### src/rtl/ldst_pkg.sv
// ldst_pkg: shared opcodes, FSM state encoding and default widths for ldst_deref
package ldst_pkg;
  localparam int DEF_DATA_W = 32;
  localparam int DEF_REG_AW = 5;
  localparam int DEF_ADDR_W = 16;
  localparam logic [4:0] OP_LOAD  = 5'b10000;
  localparam logic [4:0] OP_STORE = 5'b10001;
  typedef enum logic [2:0] {IDLE, FETCH, OPND, EXEC, MEM, WB} state_t;
  function automatic logic is_mem_op(input logic [4:0] op);
    return op == OP_LOAD || op == OP_STORE;
  endfunction
endpackage

### src/rtl/ldst_deref.sv
// ldst_deref: operand fetch, ALU/memory dispatch and writeback sequencer; LDST_DEREF_ALIGN_CHECK_EN adds word-alignment faulting
module ldst_deref
  import ldst_pkg::*;
#(
  parameter int DATA_W = DEF_DATA_W,
  parameter int REG_AW = DEF_REG_AW,
  parameter int ADDR_W = DEF_ADDR_W
) (
  input  logic              clk,
  input  logic              rst,
  input  logic              in_valid,
  output logic              in_ready,
  input  logic [4:0]        opcode,
  input  logic [REG_AW-1:0] rsrc1,
  input  logic [REG_AW-1:0] rsrc2,
  input  logic [REG_AW-1:0] rdst,
  output logic              regread,
  output logic [REG_AW-1:0] raddr1,
  output logic [REG_AW-1:0] raddr2,
  input  logic [DATA_W-1:0] rdata1,
  input  logic [DATA_W-1:0] rdata2,
  output logic              regwrite,
  output logic [REG_AW-1:0] waddr,
  output logic [DATA_W-1:0] wdata,
  output logic              mem_req,
  output logic              mem_we,
  output logic [ADDR_W-1:0] mem_addr,
  output logic [DATA_W-1:0] mem_wdata,
  input  logic              mem_ack,
  input  logic [DATA_W-1:0] mem_rdata,
  output logic              alu_start,
  output logic [4:0]        alu_op,
  output logic [DATA_W-1:0] a,
  output logic [DATA_W-1:0] b,
  input  logic              alu_done,
  input  logic [DATA_W-1:0] alu_out,
  output logic              done,
  output logic              err
);
  state_t state;
  logic [4:0] op;
  logic [REG_AW-1:0] dst;
  logic [DATA_W-1:0] res;
  logic misal;
  assign mem_addr = a[ADDR_W-1:0];
  assign mem_wdata = b;
`ifdef LDST_DEREF_ALIGN_CHECK_EN
  // rdata1 is the address being latched into a this cycle
  assign misal = is_mem_op(op) && (rdata1[1:0] != 2'b00);
  always_ff @(posedge clk)
    err <= !rst && state == OPND && misal;
`else
  assign misal = 1'b0;
  assign err = 1'b0;
`endif
  always_ff @(posedge clk) begin
    if (rst) begin
      state <= IDLE;
      in_ready <= 1'b1;
      regread <= 1'b0;
      raddr1 <= '0;
      raddr2 <= '0;
      regwrite <= 1'b0;
      waddr <= '0;
      wdata <= '0;
      mem_req <= 1'b0;
      mem_we <= 1'b0;
      alu_start <= 1'b0;
      alu_op <= '0;
      a <= '0;
      b <= '0;
      done <= 1'b0;
      op <= '0;
      dst <= '0;
      res <= '0;
    end else begin
      regread <= 1'b0;
      regwrite <= 1'b0;
      alu_start <= 1'b0;
      done <= 1'b0;
      case (state)
        IDLE: if (in_valid) begin
          op <= opcode;
          dst <= rdst;
          raddr1 <= rsrc1;
          raddr2 <= rsrc2;
          regread <= 1'b1;
          in_ready <= 1'b0;
          state <= FETCH;
        end
        FETCH: state <= OPND;
        OPND: begin
          a <= rdata1;
          b <= rdata2;
          if (misal) begin
            done <= 1'b1;
            in_ready <= 1'b1;
            state <= IDLE;
          end else if (is_mem_op(op)) begin
            mem_req <= 1'b1;
            mem_we <= op == OP_STORE;
            state <= MEM;
          end else begin
            alu_start <= 1'b1;
            alu_op <= op;
            state <= EXEC;
          end
        end
        EXEC: if (alu_done) begin
          res <= alu_out;
          state <= WB;
        end
        MEM: if (mem_ack) begin
          mem_req <= 1'b0;
          mem_we <= 1'b0;
          if (op == OP_STORE) begin
            done <= 1'b1;
            in_ready <= 1'b1;
            state <= IDLE;
          end else begin
            res <= mem_rdata;
            state <= WB;
          end
        end
        WB: begin
          regwrite <= dst != '0;
          waddr <= dst;
          wdata <= res;
          done <= 1'b1;
          in_ready <= 1'b1;
          state <= IDLE;
        end
        default: state <= IDLE;
      endcase
    end
  end
endmodule

### config.mk
export PLATFORM = sky130hd
export DESIGN_NAME = ldst_deref
export DESIGN_NICKNAME = d
export VERILOG_FILES = /design/src/rtl/ldst_pkg.sv /design/src/rtl/ldst_deref.sv
export SDC_FILE = /design/constraint.sdc
export NUM_CORES = 1
export LEC_CHECK = 0
export ABC_AREA = 1
export CAP_MARGIN = 5
export CORE_ASPECT_RATIO = 1.75
export CORE_UTILIZATION = 42
export DETAILED_ROUTE_END_ITERATION = 16
export GPL_ROUTABILITY_DRIVEN = 0
export PLACE_DENSITY = 0.78
export SETUP_SLACK_MARGIN = 0.4
export SLEW_MARGIN = 10
export SYNTH_ARGS = -nofsm -noshare
export SYNTH_HDL_FRONTEND = slang
export SYNTH_SLANG_ARGS = --single-unit
### constraint.sdc
create_clock -name clk -period 1.5 [get_ports clk]
set_input_delay 0.3 -clock clk [delete_from_list [all_inputs] [get_ports clk]]
set_output_delay 0.3 -clock clk [all_outputs]
set_load 0.02 [all_outputs]
==> reports/qor.yml <==
status:
  outcome: "complete, but fails checks"
  violations: "setup timing"
timing:
  slew_violations: 0
  min_period_ns: 1.54
  fmax_mhz: 648
  timing.final.hold_violations: 0
  rsz0062_at_grt: "yes"
  slew_headroom_pct: 59.0
  clock_skew_ns: 0.0126
  timing.hold.ws_ns: 0.313
  tightest_slew_ns: 0.615
  setup_viol: 4
  layout_setup_ws_ns: -0.0425
  min_period_over_period_pct: 103
floorplan:
  ios: 325
  start_util_pct: 43.1
  die_w_microns: 100
  rows: 62
  die_area_sq_um: 17400
  core-area_sq_um: 16400
  fp.dieH_microns: 174
worst_setup_path:
  critPathCapture: "res[23]$_SDFFE_PP0P_"
  startpoint: "state[1]$_SDFFE_PP0P_"
  crit_chain: "inv_4, nand2_4, nor2_4, buf_6, nand2_8, nand2_8, clkbuf_16, nand3_2, nand2_1, nor2_1"
  cpMostUsedCell: "nand2_8"
  crit_path_end_kind: "register"
  cp_max_fo: 8
  crit_path_top_delay_cell: "dfxtp_4"
  rr_worst_depth: 10
  reg2reg_slack_ns: -0.04
  reg2reg_to: "res[23]$_SDFFE_PP0P_"
  reg2reg_from: "state[1]$_SDFFE_PP0P_"
  slowest_delay_ns: 0.37
  worstPathArrival_ns: 1.85
  cp-start-kind: "register"
  crit_type: "reg -> reg"
  critPathRequiredTime_ns: 1.80
drt:
  wl_microns: 25500
  first_pass_iters: 5
  num_vias: 7713
  wl_per_cell_microns: 16.7
  drcViolationCount: 0
  drt_iter0_markers: 366
  vias_per_cell: 5.05
  ant_nets: 0
grt:
  grt_max_degree: 129
  grt_usage_pct: 24.4
  grt_overflow_total: 0
  grt_antenna_before_repair: 0
  grt_pass1_vias: 6861
  grt_pass1_wl_microns: 33700
synthesis:
  synth_cell_types: 23
  synthTopCellsByCount: "nand2_1, dfxtp_1, a21oi_1"
  yosysMostFrequentCell: "nand2_1"
  ys_ff_latch: 168
  synthArstFlopShare_pct: 0
  synth_fp_nets: 1140
  synth-edff-count: 0
  avgSynthCellArea_sq_um: 7.18
  yosys.area.top_type_share_pct: 47.4
  synth_cells: 987
  yosysWarningCount: 0
  synth_seq_area_share_pct: 47.4
  synth_area_sq_um: 7090
  synth_area_leader_cell: "dfxtp_1"
  synth_area_leaders: "dfxtp_1, nand2_1, a21oi_1"
  synth_top_flop_cell: "dfxtp_1"
clock_network:
  hold_buffers: 0
  clkSinkCount: 168
  clockRootBuffer: "clkbuf_16"
  cts_tree: "done"
  cts.path.max_buffers: 2
  clkTransAtPathRegs_ns: 0.07
  cts_buffers: 17
  htreeDepth: 4
  insertion_delay_ns: 0.42
final_layout:
  final_layout_size_suffix_gt1_share_pct: 37.2
  area_growth_pct: 71.3
  fin_area_sq_um: 12100
  final.fill_count: 1197
  nets: 1444
  area.sequential_sq_um: 3530
  multi_input_area_sq_um: 3160
  finalCoreUtilization_pct: 73.8
  diodes: 0
power_and_ir_drop:
  p_per_area_nw_per_um2: 1470
  peakVddDrop_mv: 0.779
  p_leak_nw: 5.11
placement:
  dpl_cell_area_sq_um: 10300
  place.port_buffers: 323
  dp_hpwl_microns: 15400
flow_run:
  drv_cap: 0
hold_path:
  min-delay-path-class: "in -> reg"
  hp-start: "rst"
-- worst max-delay path: cells and delay by family (launching register included) --
family	cells	cell delay (ns)
flip-flops	1	0.37
AND/OR/NAND/NOR	7	0.65
buffers and inverters	3	0.40
-- repair_timing --
item / CTS / global route
endpoints found under the setup margin: 338 / 339
buffers inserted: 12 / 13
gates cloned: 1 / 21
pin swaps: 3 / 26
resized for setup: 890 / 352
-- kinds of logic (layout without fill, tap and decap cells) --
group / after synthesis / count (layout) / share of synthesized area (%)
other cells: 1 / 1 / 0.0529
simple gates: 478 / 479 / 27.4
compound gates: 174 / 174 / 12.4
buf+inv: 166 / 482 / 12.7
flops: 168 / 168 / 47.4
-- through the flow --
step,worst slack (ns),power [W],cells,setup TNS (ns)
final,-0.0425,0.0179,1528,-0.0910
after global placement,-0.0917,0.0117,1449,-1.30
after detailed placement,-0.109,0.0118,1449,-3.10
after CTS,0.0795,0.0162,1494,0
after global routing,-0.0762,0.0187,1528,-0.911
after floorplan,0.235,0.00962,987,0
-- worst min-delay path by stage --
| stage | end | slack (ns) | cells past startpoint |
|---|---|---|---|
| floorplan | a[16]$_SDFFE_PP0N_ | 0.44 | 2 |
| global placement | wdata[1]$_SDFFE_PP0N_ | 0.45 | 2 |
| detailed placement | waddr[1]$_SDFFE_PP0N_ | 0.45 | 2 |
| CTS | state[1]$_SDFFE_PP0P_ | 0.29 | 4 |
| global route | state[1]$_SDFFE_PP0P_ | 0.33 | 4 |
| finish | state[1]$_SDFFE_PP0P_ | 0.31 | 4 |
-- layout by cell type (no fill, tap or decap), types with 30 or more instances in the layout --
cell type / synthesis / final
nand2_1: 335 / 318
buf_6: 4 / 156
clkdlybuf4s50_1: 0 / 151
a21oi_1: 161 / 145
dfxtp_2: 0 / 117
nand3_1: 88 / 61
buf_4: 59 / 61
dfxtp_1: 168 / 46
nor2_1: 46 / 41
inv_1: 44 / 38
clkbuf_16: 0 / 30
-- state kept, by name, indices dropped and copies added, names as in the netlist, 32 cells and up --
| register | cells |
|---|---|
| res | 32 |
| b | 32 |
| a | 32 |
| wdata | 32 |
-- layout make-up --
class | count | share of cell area [%]
clock buffers | 19 | 3.57
clock inverters | 13 | 0.938
inverters | 49 | 1.70
multi-input cells | 654 | 26.0
flip-flops and latches | 168 | 29.1
well taps | 224 | 2.31
repair buffers | 400 | 36.4
repair inverters | 1 | 0.0412
-- power breakdown --
part,switching (W),internal [W]
clock network,0.00198,0.00217
registers,0.000691,0.00537
logic,0.00406,0.00361
total,0.00673,0.0111
-- per-layer routing --
metal | track usage, % | vias up | wire length, microns
li1 | - | 3717 | -
met1 | 24.2 | 3582 | 8310
met2 | 46.2 | 360 | 14600
met3 | 7.26 | 54 | 1890
met4 | 9.24 | 0 | 782
met5 | 0 | - | 0
Power figures use the tool's default switching activity.
